--- src/rtl/usr_frame_tx.sv ---
// Framed serial transmitter: start bit, SIZE data bits (LSB- or MSB-first),
// optional even parity, stop bit, each bit held DIV clocks.
module usr_frame_tx #(
  parameter int SIZE = 4,
  parameter int DIV  = 2
) (
  input  logic            clk,
  input  logic            rst,
  input  logic            load_valid,
  output logic            load_ready,
  input  logic [SIZE-1:0] data_in,
  input  logic            dir,
  input  logic            parity_en,
  output logic            tx,
  output logic            busy,
  output logic            done
);

  localparam int CW = $clog2(SIZE) + 1;
  localparam int DW = (DIV > 1) ? $clog2(DIV) : 1;
  localparam logic [CW-1:0] BIT_LAST = CW'(SIZE - 1);
  localparam logic [DW-1:0] DIV_LAST = DW'(DIV - 1);

  localparam logic [2:0] S_IDLE   = 3'd0;
  localparam logic [2:0] S_START  = 3'd1;
  localparam logic [2:0] S_DATA   = 3'd2;
  localparam logic [2:0] S_PARITY = 3'd3;
  localparam logic [2:0] S_STOP   = 3'd4;

  logic [2:0]      state_q, state_d;
  logic [SIZE-1:0] shreg_q, shreg_d;
  logic [CW-1:0]   bit_q, bit_d;
  logic [DW-1:0]   div_q, div_d;
  logic            dir_q, dir_d;
  logic            pen_q, pen_d;
  logic            par_q, par_d;
  logic            tx_q, tx_d;
  logic            busy_q, busy_d;
  logic            done_q, done_d;

  logic            tick;
  logic [SIZE-1:0] shifted;
  logic            first_bit, next_bit;

  assign load_ready = (state_q == S_IDLE);
  assign tx         = tx_q;
  assign busy       = busy_q;
  assign done       = done_q;

  // tx is registered, so each transition loads the value of the bit that
  // the next state will present.
  always_comb begin
    state_d   = state_q;
    shreg_d   = shreg_q;
    bit_d     = bit_q;
    dir_d     = dir_q;
    pen_d     = pen_q;
    par_d     = par_q;
    tx_d      = tx_q;
    done_d    = 1'b0;
    tick      = (div_q == DIV_LAST);
    div_d     = tick ? '0 : div_q + 1'b1;
    shifted   = dir_q ? {shreg_q[SIZE-2:0], 1'b0} : {1'b0, shreg_q[SIZE-1:1]};
    first_bit = dir_q ? shreg_q[SIZE-1] : shreg_q[0];
    next_bit  = dir_q ? shifted[SIZE-1] : shifted[0];

    case (state_q)
      S_IDLE: begin
        div_d = '0;
        bit_d = '0;
        tx_d  = 1'b1;
        if (load_valid) begin
          state_d = S_START;
          shreg_d = data_in;
          dir_d   = dir;
          pen_d   = parity_en;
          par_d   = ^data_in;
          tx_d    = 1'b0;
        end
      end
      S_START: begin
        if (tick) begin
          state_d = S_DATA;
          tx_d    = first_bit;
        end
      end
      S_DATA: begin
        if (tick) begin
          if (bit_q == BIT_LAST) begin
            bit_d   = '0;
            state_d = pen_q ? S_PARITY : S_STOP;
            tx_d    = pen_q ? par_q : 1'b1;
          end else begin
            bit_d   = bit_q + 1'b1;
            shreg_d = shifted;
            tx_d    = next_bit;
          end
        end
      end
      S_PARITY: begin
        if (tick) begin
          state_d = S_STOP;
          tx_d    = 1'b1;
        end
      end
      S_STOP: begin
        if (tick) begin
          state_d = S_IDLE;
          done_d  = 1'b1;
        end
      end
      default: begin
        state_d = S_IDLE;
        tx_d    = 1'b1;
        div_d   = '0;
      end
    endcase

    busy_d = (state_d != S_IDLE);
  end

  always_ff @(posedge clk) begin
    if (!rst) begin
      state_q <= S_IDLE;
      shreg_q <= '0;
      bit_q   <= '0;
      div_q   <= '0;
      dir_q   <= 1'b0;
      pen_q   <= 1'b0;
      par_q   <= 1'b0;
      tx_q    <= 1'b1;
      busy_q  <= 1'b0;
      done_q  <= 1'b0;
    end else begin
      state_q <= state_d;
      shreg_q <= shreg_d;
      bit_q   <= bit_d;
      div_q   <= div_d;
      dir_q   <= dir_d;
      pen_q   <= pen_d;
      par_q   <= par_d;
      tx_q    <= tx_d;
      busy_q  <= busy_d;
      done_q  <= done_d;
    end
  end

endmodule
--- config.mk ---
export PLATFORM = sky130hd
export DESIGN_NAME = usr_frame_tx
export DESIGN_NICKNAME = d
export VERILOG_FILES = /design/src/rtl/usr_frame_tx.sv
export SDC_FILE = /design/constraint.sdc
export NUM_CORES = 1
export LEC_CHECK = 0
export ABC_AREA = 0
export CAP_MARGIN = 20
export CORE_MARGIN = 5
export CORE_UTILIZATION = 60
export CTS_BUF_LIST = sky130_fd_sc_hd__clkbuf_4
export DETAILED_ROUTE_END_ITERATION = 10
export HOLD_SLACK_MARGIN = 0.15
export PLACE_DENSITY = 0.86
export SETUP_SLACK_MARGIN = 0.1
export SLEW_MARGIN = 10
export SYNTH_ARGS = -nofsm -noshare
export SYNTH_HDL_FRONTEND = slang
export SYNTH_SLANG_ARGS = --single-unit
--- constraint.sdc ---
create_clock -name clk -period 3.03 [get_ports clk]
set_input_delay 0.303 -clock clk [delete_from_list [all_inputs] [get_ports clk]]
set_output_delay 0.303 -clock clk [all_outputs]
set_load 0.005 [all_outputs]
## Word-level counts from Yosys, hierarchy flattened

Cells that the tools add are included.

- Bits in registers: 17
- Input port bits: 9

- Add/subtract/negate cells: 2
- Equal/unequal tests: 10
- Mux-type cells: 26
- Bitwise gates (word level): 3
- Reduce and logical (&&, ||, !) cells: 11

Operators by type and width:

| cell | number |
|---|---|
| $mux W3 | 9 |
| $mux W4 | 4 |
| $pmux W3 S5 | 1 |
| $ne A2 B2 Y1 const B | 5 |
| $eq A3 B2 Y1 const B | 3 |
| $mux W1 | 9 |
| $pmux W4 S2 | 1 |
| $reduce_and A4 Y1 | 2 |
| $pmux W3 S2 | 1 |
| $reduce_and A2 Y1 | 3 |
| $pmux W1 S5 | 1 |
| $reduce_or A4 Y1 | 1 |
| $reduce_xor A4 Y1 | 1 |
| $add A3 B1 Y3 const B | 1 |
| $eq A3 B1 Y1 const B | 1 |
| $eq A3 B3 Y1 const B | 1 |
| $logic_not A3 Y1 | 1 |
| $not A1 Y1 | 3 |
| $reduce_bool A3 Y1 | 1 |
| $reduce_or A3 Y1 | 1 |
| $reduce_bool A2 Y1 | 1 |
| $add A1 B1 Y1 const B | 1 |

## Depth between registers and ports, before layout

Gate-level depths: netlist of run 1.

- Depth after elaboration: 5
- Mapped depth: 6
- Depth with buffers taken out: 5

## Least setup slack after synthesis of run 1

Ideal clock, no wire load.

- Path kind: register to register
- From: register bit_q[0]
- To: register shreg_q[3]
- Arrival: 1.262 ns
- Data required time: 2.914 ns
- Setup slack: 1.651 ns
- Cell stages (with the launch flop): 6
- Clock period less this slack: 1.379 ns
- Cell sequence: dfxtp_1 ha_1 nor2b_1 o21a_1 nor2_1 o211a_1

- Word-level cells in the longest chain between the ends: 3

RTL lines:

| item | RTL line | text |
|---|---|---|
| start: declaration | 32 | `logic [CW-1:0] bit_q, bit_d;` |
| start signal: assignment | 137 | `bit_q <= bit_d;` |
| $eq A3 B2 Y1 | 89 | `if (bit_q == BIT_LAST) begin` |
| $ne A2 B2 Y1 (no line) | n/a |  |
| $reduce_and A4 Y1 (no line) | n/a |  |
| end signal: assignment | 136 | `shreg_q <= shreg_d;` |
| end: declaration | 31 | `logic [SIZE-1:0] shreg_q, shreg_d;` |

Every way passes these cells.
A chain may end at the register's enable or synchronous reset.

## Worst setup path after layout of run 1

- From: register state_q[0]
- To: output load_ready

- Word-level cells in the longest chain between the ends: 1

RTL lines:

| item | RTL line | text |
|---|---|---|
| start: declaration | 30 | `logic [2:0] state_q, state_d;` |
| start signal: assignment | 135 | `state_q <= state_d;` |
| $logic_not A3 Y1 | 45 | `assign load_ready = (state_q == S_IDLE);` |
| end: declaration | 10 | `output logic load_ready,` |

Every way passes these cells.

==> impl_metrics.ini, run 1 <==
[clock_tree]
path_clk_slew_ns = 0.09
ctsLongestPathBuffers = 2
cts_made_buffers = 3
postCtsResizedCells = 0
htree_num_levels = 1
cts_tree = built
cts_root_buffer = clkbuf_4
cts_hold_buffers = 0
clk_latency_ns = 0.29
cts_setup_buffers = 0
cts_sinks = 17

[detailed_routing]
num_vias = 786
wl_per_cell_um = 14.3
postRouteAntennaNets = 0
via_per_inst = 5.95
firstDrtPassIters = 4
drt-initial-drc-count = 16
wl_um = 1880
drc = 0

[yosys]
synth_top_family_by_area = simple AND/OR/NAND/NOR gates
postSynthAreaPerCell_sq_um = 8.81
synthMuxAreaShare = 0.0744
synth_nets = 117
yosysTopAreaCell = dfxtp_1
synth_top_area_frac = 0.361
synth-compound-area-share = 0.210
ys_warn_count = 0
yosysSeqAreaShare = 0.361
synthTopCellsByArea = dfxtp_1 36%, mux2i_1 7.4%, a21oi_1 4.8%
synthCells = 107
synthAdderAreaFrac = 0.0133
synth-seq-cells = 17
yosysUniqueCellTypes = 36
netlist_area_sq_um = 942
synthSimpleGateAreaFrac = 0.232
synth_edf_count = 0
ys_async_sr_fraction = 0
synthXorXnorAreaFrac = 0.0372
synth_ff_type = dfxtp_1

[sta]
rsz0062_at_grt = false
fin_skew_ns = 0.00342
final.setup.tns_ns = 0
tightestPinTransition_ns = 0.460
relSlewSlack = 0.693
hold_viol = 0
final_max_slew_viol_count = 0
setup_viol = 0
min_period_over_period = 0.702
min_period_ns = 2.13
fin_hold_ws_ns = 0.476
clock.fmax_ghz = 0.470

[final_layout]
multi_input_area_sq_um = 534
fillers = 116
layout-drive-gt1-share = 0.0776
seq_area_sq_um = 340
antenna_cells = 0
nets = 127
area_growth_pct = 12.5

[setup_path]
cp.required_ns = 2.73
r2r_cells = 5
r2r_slack_ns = 1.39
cp_slowest_cell = dfxtp_1
critPathKind = register to output pin
slowest_delay_ns = 0.58
critPathBufInv = 1
crit_family = flip-flops
cp-start-kind = register
cp.depth = 3
crit_fanout = 12
cp_data_arrival_time_ns = 1.82
path_cells = or2_1 -> nor2_1 -> clkdlybuf4s50_1
end_kind = output pin

[place]
globalplace.congestion = 0.861
io_buffers = 12
dp_hpwl_um = 1400

[pwr]
ir_drop_uv = 355
p_per_area_nw_per_um2 = 442
p_leak_nw = 0.397

[floorplanning]
rows = 14
ios = 13
initial_core_util = 0.625
die_area_sq_um = 2460
die_x_um = 49.6
die_h_um = 49.6
coreArea_sq_um = 1510

[grt]
grt_pass1_wl_um = 3310
groute.usage.overall = 0.170
antenna_found_initial = 0
grt-ovfl-total = 0
grt_max_degree = 14
grt_pass1_vias = 749

[status]
status = finished, final reports clean

[min_path]
hold_class = register to register
min_path_cells = 2

[job]
cap_violations = 0
-- per-stage QoR --
step / area [sq um] / instances / util / worst slack (ns) / power [mW]
2_1_floorplan: 942 / 107 / - / 1.65 / 0.317
3_3_place_gp: 1030 / 128 / 0.684 / 1.27 / 0.342
3_5_place_dp: 1030 / 128 / 0.684 / 1.23 / 0.343
4_1_cts: 1060 / 132 / 0.703 / 0.894 / 0.469
5_1_grt: 1060 / 132 / 0.703 / 0.757 / 0.494
6_report: 1060 / 132 / 0.703 / 0.904 / 0.468
-- synth_stat cells, types with 2 or more instances --
master and instances:
a211oi_2 2, o21a_1 2, dfxtp_1 17, buf_2 3
o21ai_1 2, nand3b_1 2, a21oi_1 9, nor3_1 2
buf_6 3, xnor2_1 2, nand2_1 9, inv_1 4
nor2_1 12, xor2_1 2, o21ai_0 4, mux2i_1 7
nand3_1 2, o2111ai_1 3, nor2b_1 3
-- area by class of cell --
cell class	count	share of cell area
sequential	17	0.321
clock buffer	4	0.0283
tap	16	0.0189
inverter	4	0.0142
multi-input combinational	79	0.504
timing repair buffer	12	0.113
-- registers in the layout (all words and copies together), names as in the netlist --
| name | count |
|---|---|
| bit_q | 3 |
| dir_q | 1 |
| busy | 1 |
| state_q | 3 |
| done | 1 |
| tx | 1 |
| shreg_q | 4 |
| par_q | 1 |
| pen_q | 1 |
| div_q | 1 |
-- where the power goes --
| group | switching [mW] | total, mW | leakage (nW) | internal [mW] |
|---|---|---|---|---|
| Combinational | 0.0415 | 0.0866 | 0.239 | 0.0451 |
| Clock | 0.0691 | 0.129 | 0.0184 | 0.0602 |
| Sequential | 0.0159 | 0.252 | 0.139 | 0.236 |
-- final timing paths --
| kind | startpoint | end |
|---|---|---|
| setup / recovery | state_q[0]$_SDFF_PN0_ | load_ready |
| hold / removal | bit_q[2]$_SDFFE_PN0P_ | bit_q[2]$_SDFFE_PN0P_ |
| setup reg to reg | bit_q[0]$_SDFFE_PN0P_ | shreg_q[3]$_SDFFE_PN0P_ |
| hold reg to reg | bit_q[2]$_SDFFE_PN0P_ | bit_q[2]$_SDFFE_PN0P_ |
-- layer usage --
layer,part of all wire,vias to the layer above,GRT usage
met5,0,-,0
met4,0.022,0,0.0786
met3,0.038,5,0.0482
met2,0.46,13,0.261
met1,0.48,367,0.219
li1,-,401,-
-- cell families (layout without fill, tap and decap cells) --
kind of cell	count (synthesis)	after routing
AOI/OAI and AO/OA	29	29
xor gates and xnor gates	4	4
adders and majority gates	1	1
buffers and inverters	11	20
DFF	17	17
muxes	7	7
and+or+nand+nor	38	38
-- cells in the final DEF, fill, tap and decap left out, types with 2 or more instances in the layout --
cell              n
nand2_1           9
o2111ai_1         3
nor3_1            2
xnor2_1           2
nor2b_1           3
mux2i_1           7
o21ai_1           2
nand3_1           2
clkbuf_4          4
clkdlybuf4s50_1  12
nand3b_1          2
a211oi_2          2
a21oi_1           9
xor2_1            2
o21a_1            2
inv_1             4
dfxtp_1          17
nor2_1           12
o21ai_0           4
-- worst min-delay path, stage by stage (launching register included) --
cell	delay [ns]
dfxtp_1	0.34
nand2_1	0.06
nor2_1	0.04
Power figures use the tool's default switching activity.
==> run 2, diff against run 1 <==
CORE_UTILIZATION = 50   (was 60)
PLACE_DENSITY = 0.77   (was 0.86)
clock period = 1.91 ns   (was 3.03 ns; I/O delays follow)
==> run 2 against run 1 <==
Against the previous run:
- sequential power up 57%
- critical path depth unchanged
- sequential share of layout area down 0.70 points
- critical path type unchanged
==> impl_metrics.ini, run 2 (synthesized netlist as in run 1, its figures left out) <==
[sta]
tightestPinTransition_ns = 0.444
min_period_over_period = 0.890
final_max_slew_viol_count = 0
min_period_ns = 1.70
final.setup.tns_ns = 0
relSlewSlack = 0.704
setup_viol = 0
fin_hold_ws_ns = 0.467
rsz0062_at_grt = false
setup_ws_ns = 0.211
hold_viol = 0
fin_skew_ns = 0.00546
clock.fmax_ghz = 0.588

[detailed_routing]
num_vias = 790
wl_per_cell_um = 12.8
drc = 0
postRouteAntennaNets = 0
wl_um = 1830
via_per_inst = 5.52
firstDrtPassIters = 4
drt-initial-drc-count = 11

[final_layout]
finish.utilization = 0.616
reg.largest.list = shreg_q (4), bit_q (3), state_q (3)
largest_register_ffs = 4
multi_input_area_sq_um = 534
fillers = 165
layout.cells.non_filler = 143
final_common_cell = dfxtp_1
mostFrequentLayoutCells = 16 x dfxtp_1, 12 x nor2_1, 12 x clkdlybuf4s50_1
seq_area_sq_um = 342
nets = 129
antenna_cells = 0
area_growth_pct = 15.4
regMostFlops = shreg_q
layout-drive-gt1-share = 0.102
finalInstanceArea_sq_um = 1090

[floorplanning]
initial_core_util = 0.534
die_area_sq_um = 2850
ios = 13
die_x_um = 53.4
rows = 15
die_h_um = 53.4
coreArea_sq_um = 1760

[clock_tree]
cts_root_buffer = clkbuf_4
ctsLongestPathBuffers = 2
cts_sinks = 17
cts_tree = built
clk_latency_ns = 0.28
path_clk_slew_ns = 0.09
htree_num_levels = 1
cts_made_buffers = 3

[status]
status = finished, final reports clean

[pwr]
pwr-share-seq = 0.534
clock_power_share = 0.265
ir_drop_uv = 341
p_per_area_nw_per_um2 = 680
comb_power_share = 0.201
p_leak_nw = 0.407
internal-power_mw = 0.546
power_switching_mw = 0.193
p_total_mw = 0.740
swShare = 0.262

[setup_path]
r2r_slack_ns = 0.31
r2r_cells = 5
critPathKind = register to output pin
cp.required_ns = 1.72
r2r_end = shreg_q[0]$_SDFFE_PN0P_
end_kind = output pin
reg2reg_from = bit_q[0]$_SDFFE_PN0P_
crit_fanout = 8
cp-start-kind = register
cp_data_arrival_time_ns = 1.51

[job]
cap_violations = 0

[place]
placedInstanceArea_sq_um = 1060
dp_cells = 139
dp_slack_ns = 0.340
io_buffers = 12
globalplace.congestion = 0.836
dp_hpwl_um = 1400

[grt]
grt_max_degree = 14
grt_pass1_wl_um = 3020
grt-ovfl-total = 0
grt_pass1_vias = 708
antenna_found_initial = 0
groute.usage.overall = 0.149

[min_path]
min_path_cells = 2
hold_start = bit_q[2]$_SDFFE_PN0P_
holdPathEnd = bit_q[2]$_SDFFE_PN0P_
hold_class = register to register
[run 2: cell types whose count changed in the layout (fill, tap and decap cells not counted)]
cell     change
buf_4        +2
dfxtp_1      -1
dfxtp_2      +1
[run 2: layer usage]
metal / vias to the layer above / GRT usage / share of wire
met4: 0 / 0.0894 / 0.0093
met3: 2 / 0.0366 / 0.064
met5: - / 0 / 0
met1: 361 / 0.181 / 0.45
li1: 401 / - / -
met2: 26 / 0.233 / 0.47
[run 2: area by class of cell]
cell class | count | area share
Clock buffer | 4 | 0.0276
Inverter | 4 | 0.0138
Multi-Input combinational cell | 79 | 0.491
Sequential cell | 17 | 0.314
Tap cell | 25 | 0.0288
Timing Repair Buffer | 14 | 0.124
[run 2: critical path: stages, from the launching register on]
cell	delay, ns
dfxtp_2	0.38
or2_1	0.25
nor2_1	0.10
clkdlybuf4s50_1	0.51
[run 2: how the worst max path moves through the flow]
stage                                    endpoint  slack, ns                  start
after detailed placement  shreg_q[0]$_SDFFE_PN0P_       0.34             load_valid
final                                  load_ready       0.21  state_q[2]$_SDFF_PN0_
after floorplan           shreg_q[3]$_SDFFE_PN0P_       0.53  bit_q[0]$_SDFFE_PN0P_
after global routing                   load_ready       0.11  state_q[2]$_SDFF_PN0_
after global placement    shreg_q[3]$_SDFFE_PN0P_       0.40             load_valid
after CTS                              load_ready       0.15  state_q[2]$_SDFF_PN0_
[run 2: power by group through the flow]
stage / Clock (mW) / Combinational [mW] / Sequential, mW
2_1_floorplan: 0 / 0.110 / 0.393
3_3_place_gp: 0 / 0.146 / 0.403
3_5_place_dp: 0 / 0.148 / 0.404
4_1_cts: 0.204 / 0.149 / 0.395
5_1_grt: 0.227 / 0.163 / 0.399
6_report: 0.196 / 0.149 / 0.395
[run 2: what timing repair did]
item | 4_1_cts | 5_1_grt
setup buffers | 0 | 0
hold buffers | 0 | 0
gates resized for setup | 0 | 1
endpoints found under the setup margin | 0 | 1
==> run 3, diff against run 2 <==
SKIP_LAST_GASP = 1   (was not set)
==> results of run 3 <==
Same layout as run 2: the final DEF is identical, and so are final timing and power.
